**src/rtl/expr_seq_unit.sv**
```systemverilog
// expr_seq_unit - iterative multiply / multiply-accumulate / integer square-root unit.
//
// Drop-in successor to the 8-bit `expr` start/busy block, parametrised on W.
// Host protocol: poll busy_o, pulse start_i, read y_bo after the done_o pulse.
//
// Ports:
//   clk_i    - clock; all state changes on the rising edge
//   rst_n_i  - asynchronous active-low reset
//   a_i      - operand A (unsigned), also the square-root radicand
//   b_i      - operand B (unsigned), ignored for square root
//   op_i     - 0 = MUL, 1 = MAC, 2 = SQRT (when built), 3 = reserved (runs as MUL)
//   start_i  - request, honoured only while idle
//   y_bo     - 2W-bit result register, updated only on completion or reset
//   busy_o   - high while an operation is in flight
//   done_o   - one-cycle pulse in the cycle after y_bo is updated
//
// Build option:
//   EXPR_SEQ_SQRT_EN - when defined, builds the RUN_SQRT state and the
//                      non-restoring square-root datapath (latency W/2).
//                      When undefined, op 2 runs as MUL (latency W).

module expr_seq_unit #(
  parameter int unsigned W = 8
) (
  input  logic           clk_i,
  input  logic           rst_n_i,
  input  logic [W-1:0]   a_i,
  input  logic [W-1:0]   b_i,
  input  logic [1:0]     op_i,
  input  logic           start_i,
  output logic [2*W-1:0] y_bo,
  output logic           busy_o,
  output logic           done_o
);

  localparam int unsigned CW = $clog2(W);

  localparam logic [1:0] ST_IDLE     = 2'd0;
  localparam logic [1:0] ST_RUN_MUL  = 2'd1;
  localparam logic [1:0] ST_RUN_SQRT = 2'd2;

  localparam logic [1:0] OP_MAC  = 2'd1;
`ifdef EXPR_SEQ_SQRT_EN
  localparam logic [1:0] OP_SQRT = 2'd2;
  // Partial remainder width: wide enough for (rem << 2) plus the trial term
  // without losing the sign bit.
  localparam int unsigned RW = W/2 + 4;
`endif

  logic [1:0]     state_q,  state_d;
  logic [2*W-1:0] mcand_q,  mcand_d;
  logic [W-1:0]   mplier_q, mplier_d;
  logic [2*W-1:0] acc_q,    acc_d;
  logic [CW-1:0]  cnt_q,    cnt_d;
  logic [2*W-1:0] y_q,      y_d;
  logic           done_q,   done_d;
  logic [2*W-1:0] acc_nxt;

`ifdef EXPR_SEQ_SQRT_EN
  logic [W-1:0]   rad_q,    rad_d;
  logic [RW-1:0]  rem_q,    rem_d;
  logic [W/2-1:0] root_q,   root_d;
  logic [RW-1:0]  trial;
  logic [RW-1:0]  rem_nxt;
  logic [W/2-1:0] root_nxt;
`endif

  always_comb begin
    state_d  = state_q;
    mcand_d  = mcand_q;
    mplier_d = mplier_q;
    acc_d    = acc_q;
    cnt_d    = cnt_q;
    y_d      = y_q;
    done_d   = 1'b0;
    acc_nxt  = acc_q + (mplier_q[0] ? mcand_q : '0);
`ifdef EXPR_SEQ_SQRT_EN
    rad_d    = rad_q;
    rem_d    = rem_q;
    root_d   = root_q;
    // Non-restoring step: bring down two radicand bits, then subtract
    // (4*root + 1) when the remainder is non-negative, else add (4*root + 3).
    trial    = (rem_q << 2) | RW'(rad_q[W-1:W-2]);
    if (!rem_q[RW-1]) begin
      rem_nxt = trial - {{(RW-W/2-2){1'b0}}, root_q, 2'b01};
    end else begin
      rem_nxt = trial + {{(RW-W/2-2){1'b0}}, root_q, 2'b11};
    end
    root_nxt = {root_q[W/2-2:0], ~rem_nxt[RW-1]};
`endif

    case (state_q)
      ST_IDLE: begin
        if (start_i) begin
          mcand_d  = {{W{1'b0}}, a_i};
          mplier_d = b_i;
          // MAC seeds the accumulator with the result held before the start.
          acc_d    = (op_i == OP_MAC) ? y_q : '0;
          cnt_d    = '0;
          state_d  = ST_RUN_MUL;
`ifdef EXPR_SEQ_SQRT_EN
          if (op_i == OP_SQRT) begin
            rad_d   = a_i;
            rem_d   = '0;
            root_d  = '0;
            state_d = ST_RUN_SQRT;
          end
`endif
        end
      end

      ST_RUN_MUL: begin
        acc_d    = acc_nxt;
        mcand_d  = mcand_q << 1;
        mplier_d = mplier_q >> 1;
        cnt_d    = cnt_q + 1'b1;
        if (cnt_q == CW'(W-1)) begin
          y_d     = acc_nxt;
          done_d  = 1'b1;
          state_d = ST_IDLE;
        end
      end

`ifdef EXPR_SEQ_SQRT_EN
      ST_RUN_SQRT: begin
        rem_d  = rem_nxt;
        root_d = root_nxt;
        rad_d  = rad_q << 2;
        cnt_d  = cnt_q + 1'b1;
        if (cnt_q == CW'(W/2-1)) begin
          y_d     = {{(W + W/2){1'b0}}, root_nxt};
          done_d  = 1'b1;
          state_d = ST_IDLE;
        end
      end
`endif

      default: state_d = ST_IDLE;
    endcase
  end

  always_ff @(posedge clk_i or negedge rst_n_i) begin
    if (!rst_n_i) begin
      state_q  <= ST_IDLE;
      mcand_q  <= '0;
      mplier_q <= '0;
      acc_q    <= '0;
      cnt_q    <= '0;
      y_q      <= '0;
      done_q   <= 1'b0;
`ifdef EXPR_SEQ_SQRT_EN
      rad_q    <= '0;
      rem_q    <= '0;
      root_q   <= '0;
`endif
    end else begin
      state_q  <= state_d;
      mcand_q  <= mcand_d;
      mplier_q <= mplier_d;
      acc_q    <= acc_d;
      cnt_q    <= cnt_d;
      y_q      <= y_d;
      done_q   <= done_d;
`ifdef EXPR_SEQ_SQRT_EN
      rad_q    <= rad_d;
      rem_q    <= rem_d;
      root_q   <= root_d;
`endif
    end
  end

  assign y_bo   = y_q;
  assign busy_o = (state_q != ST_IDLE);
  assign done_o = done_q;

endmodule

```
**config.mk**
```make
export PLATFORM = sky130hd
export DESIGN_NAME = expr_seq_unit
export DESIGN_NICKNAME = d
export VERILOG_FILES = /design/src/rtl/expr_seq_unit.sv
export SDC_FILE = /design/constraint.sdc
export NUM_CORES = 1
export LEC_CHECK = 0
export BUFFER_PORTS_ARGS = -buffer_cell sky130_fd_sc_hd__buf_2
export CELL_PAD_IN_SITES_DETAIL_PLACEMENT = 1
export CELL_PAD_IN_SITES_GLOBAL_PLACEMENT = 2
export CORE_ASPECT_RATIO = 0.9
export CORE_MARGIN = 8
export CORE_UTILIZATION = 37
export CTS_CLUSTER_DIAMETER = 120
export DETAILED_ROUTE_END_ITERATION = 6
export GPL_TIMING_DRIVEN = 0
export PLACE_DENSITY = 0.87
export SYNTH_ARGS = -nofsm -noshare
export SYNTH_HDL_FRONTEND = slang
export SYNTH_SLANG_ARGS = --single-unit
```
**constraint.sdc**
```tcl
create_clock -name clk_i -period 3.45 [get_ports clk_i]
set_input_delay 0.345 -clock clk_i [delete_from_list [all_inputs] [get_ports clk_i]]
set_output_delay 0.345 -clock clk_i [all_outputs]
set_load 0.01 [all_outputs]
```
Yosys cells after proc, flatten, opt, wreduce, memory -nomap -nowiden
Cells that the tools add are included.
{ "totals": {"register_bits": 62, "latch_bits": 0, "ramBits": 0, "romBits": 0, "inputBits": 21, "out_inout_bits": 18, "mem_count": 0} }
{ "op_classes": {"add_sub_neg": 2, "mul": 0, "div": 0, "n_lt_le_gt_ge": 0, "n_eq_ne": 5, "n_shift": 0, "muxes": 15, "bitwise": 0, "n_reduce_logical": 6} }
{ "ops": {"columns": ["operator", "n"], "rows": [
  ["two-way mux 16 bit", 4],
  ["case mux 16 bit (2 select lines)", 2],
  ["adder 16 bit", 1],
  ["case mux 8 bit (2 select lines)", 1],
  ["two-way mux 8 bit", 1],
  ["case mux 3 bit (2 select lines)", 1],
  ["AND reduction 2 bit", 3],
  ["== test 2 x 1 -> 1 bit, second input constant", 2],
  ["two-way mux 2 bit", 2],
  ["inequality test 2 bit, second input constant", 2],
  ["case mux 2 bit (2 select lines)", 1],
  ["nonzero test 2 bit", 2],
  ["adder 3 x 1 -> 3 bit, second input constant", 1],
  ["== test 3 bit, second input constant", 1],
  ["two-way mux 3 bit", 1],
  ["logical NOT 2 bit", 1],
  ["two-way mux 1 bit", 2]
]} }

Depth between registers and ports, before layout
{ "depth": {"word_depth": 4, "depth_mapped": 10, "mapped_depth_nobuf": 9} }

Least setup slack after synthesis
No wires, ideal clock.
{ "synth_timing": {"path_type": "register to register", "startpoint": "register mplier_q[0]", "endpoint": "register y_q[10], in the netlist y_bo[10]", "t_arrival_ps": 2471, "required_ps": 3317, "setup_slack_ps": 846, "stages_incl_launch_ff": 11, "n_path_buf": 1, "synth_period_minus_slack_ps": 2604, "path_cell_list": "dfrtp_1 -> clkbuf_1 -> and2_1 -> ha_1 -> fa_1 -> a211oi_1 -> nor2_1 -> o41ai_1 -> a22oi_1 -> xnor2_1 -> o21ai_0"} }
{ "synth_between": {"elab_chain_len": 2} }
{ "synth_lines": {"columns": ["item", "line_no", "source"], "rows": [
  ["start: declaration", "52", "logic [W-1:0] mplier_q, mplier_d;"],
  ["start signal: assignment", "159", "mplier_q <= mplier_d;"],
  ["two-way mux 16 bit", "76", "acc_nxt = acc_q + (mplier_q[0] ? mcand_q : '0);"],
  ["adder 16 bit", "76", null],
  ["end signal: assignment", "162", "y_q <= y_d;"],
  ["end: declaration", "55", "logic [2*W-1:0] y_q, y_d;"]
]} }
No other way between the ends.
A chain may end at the register's enable or synchronous reset.

Final worst setup path
Same ends and word-level chain as after synthesis.

==> impl_metrics.py <==
metrics = {
    "outcome": {
        "status": "finished, final reports clean",
    },
    "grt": {
        "grt_max_degree": 62,
        "antenna_found_initial": 0,
        "grt_pass1_vias": 3047,
        "grt_pass1_wl_um": 16000,
        "overflow": 0,
        "track_usage": 0.166,
    },
    "clocking": {
        "clk_latency_ns": 0.35,
        "cts-root-buf": "clkbuf_8",
        "path_clk_slew_ns": 0.07,
        "tritoncts": "yes",
        "numCtsBuffers": 9,
        "cts_num_sinks": 61,
        "ctsHoldBuffers": 0,
        "clockBufferDepth": 2,
        "cts_max_level": 3,
    },
    "power": {
        "ir_worst_vdd_mv": 0.316,
        "cellPowerDensity_nw_per_um2": 829,
        "sw_frac_of_total": 0.426,
        "power.leakage_nw": 1.85,
        "p_sw_mw": 1.38,
        "power_frac_comb": 0.436,
        "power.internal_mw": 1.87,
        "seqPwrFrac": 0.380,
        "p_clk_frac": 0.184,
    },
    "route": {
        "wl_per_cell_um": 18.5,
        "drt_wl_total_um": 9700,
        "drc": 0,
        "num_vias": 2832,
        "drt_first_pass_iters": 4,
        "viasPerCell": 5.40,
        "drtIter0Drc": 153,
        "ant_nets": 0,
    },
    "min_path": {
        "hp-class": "primary input to asynchronous set/reset pin",
    },
    "synthesis": {
        "synth_fp_nets": 388,
        "yosysWarnings": 0,
        "yosysSeqAreaShare": 0.451,
        "synth_edf_count": 0,
        "synth_area_per_cell_um2": 9.70,
        "yosys.cell_types.count": 46,
        "synth_top_area_frac": 0.451,
        "synthArstFlopShare": 1.00,
        "syn_area_um2": 3390,
        "synthTopCellsByArea": "dfrtp_1 45%, ha_1 6.3%, nand2_1 6.1%",
        "synthCells": 349,
        "ys.flop_type": "dfrtp_1",
        "synth_area_leader_cell": "dfrtp_1",
        "ys_ff_latch": 61,
    },
    "floorplanning": {
        "initial_core_util": 0.376,
        "num_io_pins": 39,
        "die-area_um2": 12500,
        "die_h_um": 107,
        "rows": 33,
        "fp.dieW_um": 117,
        "core_um2": 9000,
    },
    "job": {
        "maxCapViolCount": 0,
    },
    "worst_setup_path": {
        "worstSetupStartpoint": "mplier_q[0]",
        "arrival_ns": 3.22,
        "reg2reg_from": "mplier_q[0]",
        "cp_max_fo": 10,
        "rr_worst_depth": 10,
        "rr_endpoint": "y_bo[10]",
        "rrSetupSlack_ns": 0.44,
        "critical_path_class": "register to register",
        "crit_required_ns": 3.66,
        "startpoint_type": "register",
        "endpoint_kind": "register",
        "endpoint": "y_bo[10]",
    },
    "timing": {
        "finalHoldViolCount": 0,
        "max_freq_ghz": 0.332,
        "clock_skew_ns": 0.00836,
        "final_max_slew_viol_count": 0,
        "setup_viol": 0,
        "finalCriticalPeriod_ns": 3.01,
        "rsz0062_at_grt": "false",
        "final.setup.tns_ns": 0,
        "relSlewSlack": 0.295,
        "fin_crit_sh": 0.872,
        "worst_pin_slew_ns": 1.05,
    },
    "final_layout": {
        "drive_gt1_frac": 0.174,
        "multi_input_area_um2": 1750,
        "nFillCells": 1081,
        "area_delta_synth_final_pct": 15.7,
        "regArea_um2": 1530,
        "instances_no_fill": 524,
        "nets": 436,
        "postLayoutCoreUtil": 0.435,
        "insertedDiodeCount": 0,
    },
    "place": {
        "dp_hpwl_um": 7010,
        "place_inst": 508,
        "port_buffers": 37,
        "place.gp.congestion": 0.861,
    },
}
==> per-layer routing <==
metal  vias up  global-route usage  routed length [um]
met1      1413               0.222                4590
met2        63               0.255                4460
met4         0              0.0575                 156
met3        13              0.0416                 497
met5         -                   0                   0
li1       1343                   -                   -
==> cell type report <==
type                    instances  share of cell area
multi-input cells             262               0.447
flip-flops and latches         61               0.390
repair buffers                 37              0.0479
well taps                     122              0.0390
clock buffers                  10              0.0351
plain buffers                  18              0.0220
clock inverters                 6              0.0121
inverters                       8             0.00766
==> sequential cells by signal (all words and copies together), names as in the netlist <==
signal / cells
acc_q: 16
mcand_q: 16
y_bo: 16
mplier_q: 8
cnt_q: 3
done_o: 1
state_q: 1
==> metrics by stage <==
step | area, um^2 | setup slack [ns] | hold slack, ns | power (mW)
6_report | 3920 | 0.442 | 0.0652 | 3.25
5_1_grt | 3920 | 0.158 | 0.138 | 3.51
4_1_cts | 3910 | 0.265 | 0.114 | 3.28
3_5_place_dp | 3730 | 0.285 | 0.482 | 2.67
3_3_place_gp | 3720 | 0.343 | 0.469 | 2.59
2_1_floorplan | 3390 | 0.846 | 0.0494 | 2.18
==> worst min-delay path by stage <==
stage / start / endpoint / cells past startpoint
2_1_floorplan: rst_n_i / acc_q[0] / 0
3_3_place_gp: mplier_q[1] / mplier_q[0] / 2
3_5_place_dp: y_bo[4] / acc_q[4] / 2
4_1_cts: rst_n_i / y_bo[3] / 1
5_1_grt: rst_n_i / y_bo[2] / 1
6_report: rst_n_i / y_bo[2] / 1
==> critical path, stage by stage (launching register included) <==
cell and delay [ns]:
dfrtp_1 0.49, clkbuf_1 0.24, and2_1 0.19, ha_1 0.23
fa_1 0.44, a211oi_1 0.27, nor2_1 0.13, o41ai_2 0.42
a22oi_1 0.15, xnor2_1 0.21, o21ai_0 0.10
==> repair_timing <==
| item | 4_1_cts | 5_1_grt |
|---|---|---|
| endpoints found under the setup margin | 0 | 2 |
| setup buffers | 0 | 0 |
| resized for setup | 0 | 1 |
==> synth_stat cells (2+ instances only) <==
| master | count |
|---|---|
| inv_1 | 6 |
| nand2b_1 | 9 |
| nor3_1 | 2 |
| mux2_2 | 5 |
| buf_2 | 3 |
| xnor2_1 | 7 |
| a22o_1 | 2 |
| o211ai_1 | 2 |
| nor2_1 | 15 |
| o21bai_1 | 2 |
| buf_1 | 2 |
| a221oi_1 | 9 |
| a211oi_1 | 4 |
| o31ai_1 | 2 |
| mux2i_1 | 17 |
| buf_6 | 2 |
| xor2_1 | 6 |
| nand2_1 | 55 |
| a22oi_1 | 4 |
| and2_1 | 15 |
| a21oi_1 | 23 |
| ha_1 | 17 |
| o21ai_0 | 41 |
| clkbuf_1 | 11 |
| dfrtp_1 | 61 |
| a222oi_1 | 3 |
| o21a_1 | 5 |
==> power groups by stage <==
stage	Clock [mW]	Combinational (mW)	Sequential [mW]
after CTS	0.617	1.43	1.24
after global placement	0	1.36	1.23
final	0.597	1.42	1.23
after global routing	0.640	1.60	1.27
after floorplan	0	0.960	1.22
after detailed placement	0	1.43	1.25
==> placed cells by master, fill, tap and decap left out, drive strengths merged <==
cell | Yosys | routed
clkinvlp | 0 | 4
o21a | 5 | 5
mux2 | 5 | 5
clkinv | 1 | 2
inv | 7 | 8
a221o | 1 | 1
nand2 | 55 | 55
dfrtp | 61 | 61
a31oi | 1 | 1
buf | 7 | 44
or3 | 1 | 1
a2111oi | 2 | 2
a222oi | 3 | 3
and3 | 1 | 1
a21o | 1 | 1
a211oi | 5 | 5
nand4 | 1 | 1
a221oi | 9 | 9
and3b | 2 | 2
a22oi | 5 | 5
o211ai | 2 | 2
fa | 1 | 1
ha | 17 | 17
and2 | 15 | 15
xnor2 | 7 | 7
o21ai | 42 | 42
a41o | 1 | 1
a21oi | 23 | 23
nor2 | 15 | 15
mux2i | 17 | 17
clkbuf | 11 | 21
o41ai | 1 | 1
nor3b | 1 | 1
o21bai | 2 | 2
a22o | 2 | 2
nor3 | 2 | 2
xor2 | 6 | 6
o31ai | 2 | 2
nand2b | 9 | 9
==> logic make-up (layout without fill, tap and decap cells) <==
group	Yosys count	after routing	synth area share
AOI/OAI and AO/OA	107	107	0.207
and+or+nand+nor	102	102	0.138
DFF	61	61	0.451
buffers and inverters	26	79	0.0344
muxes	22	22	0.0669
adders and majority gates	18	18	0.0687
xor gates and xnor gates	13	13	0.0336
(Power assumes the default switching activity.)
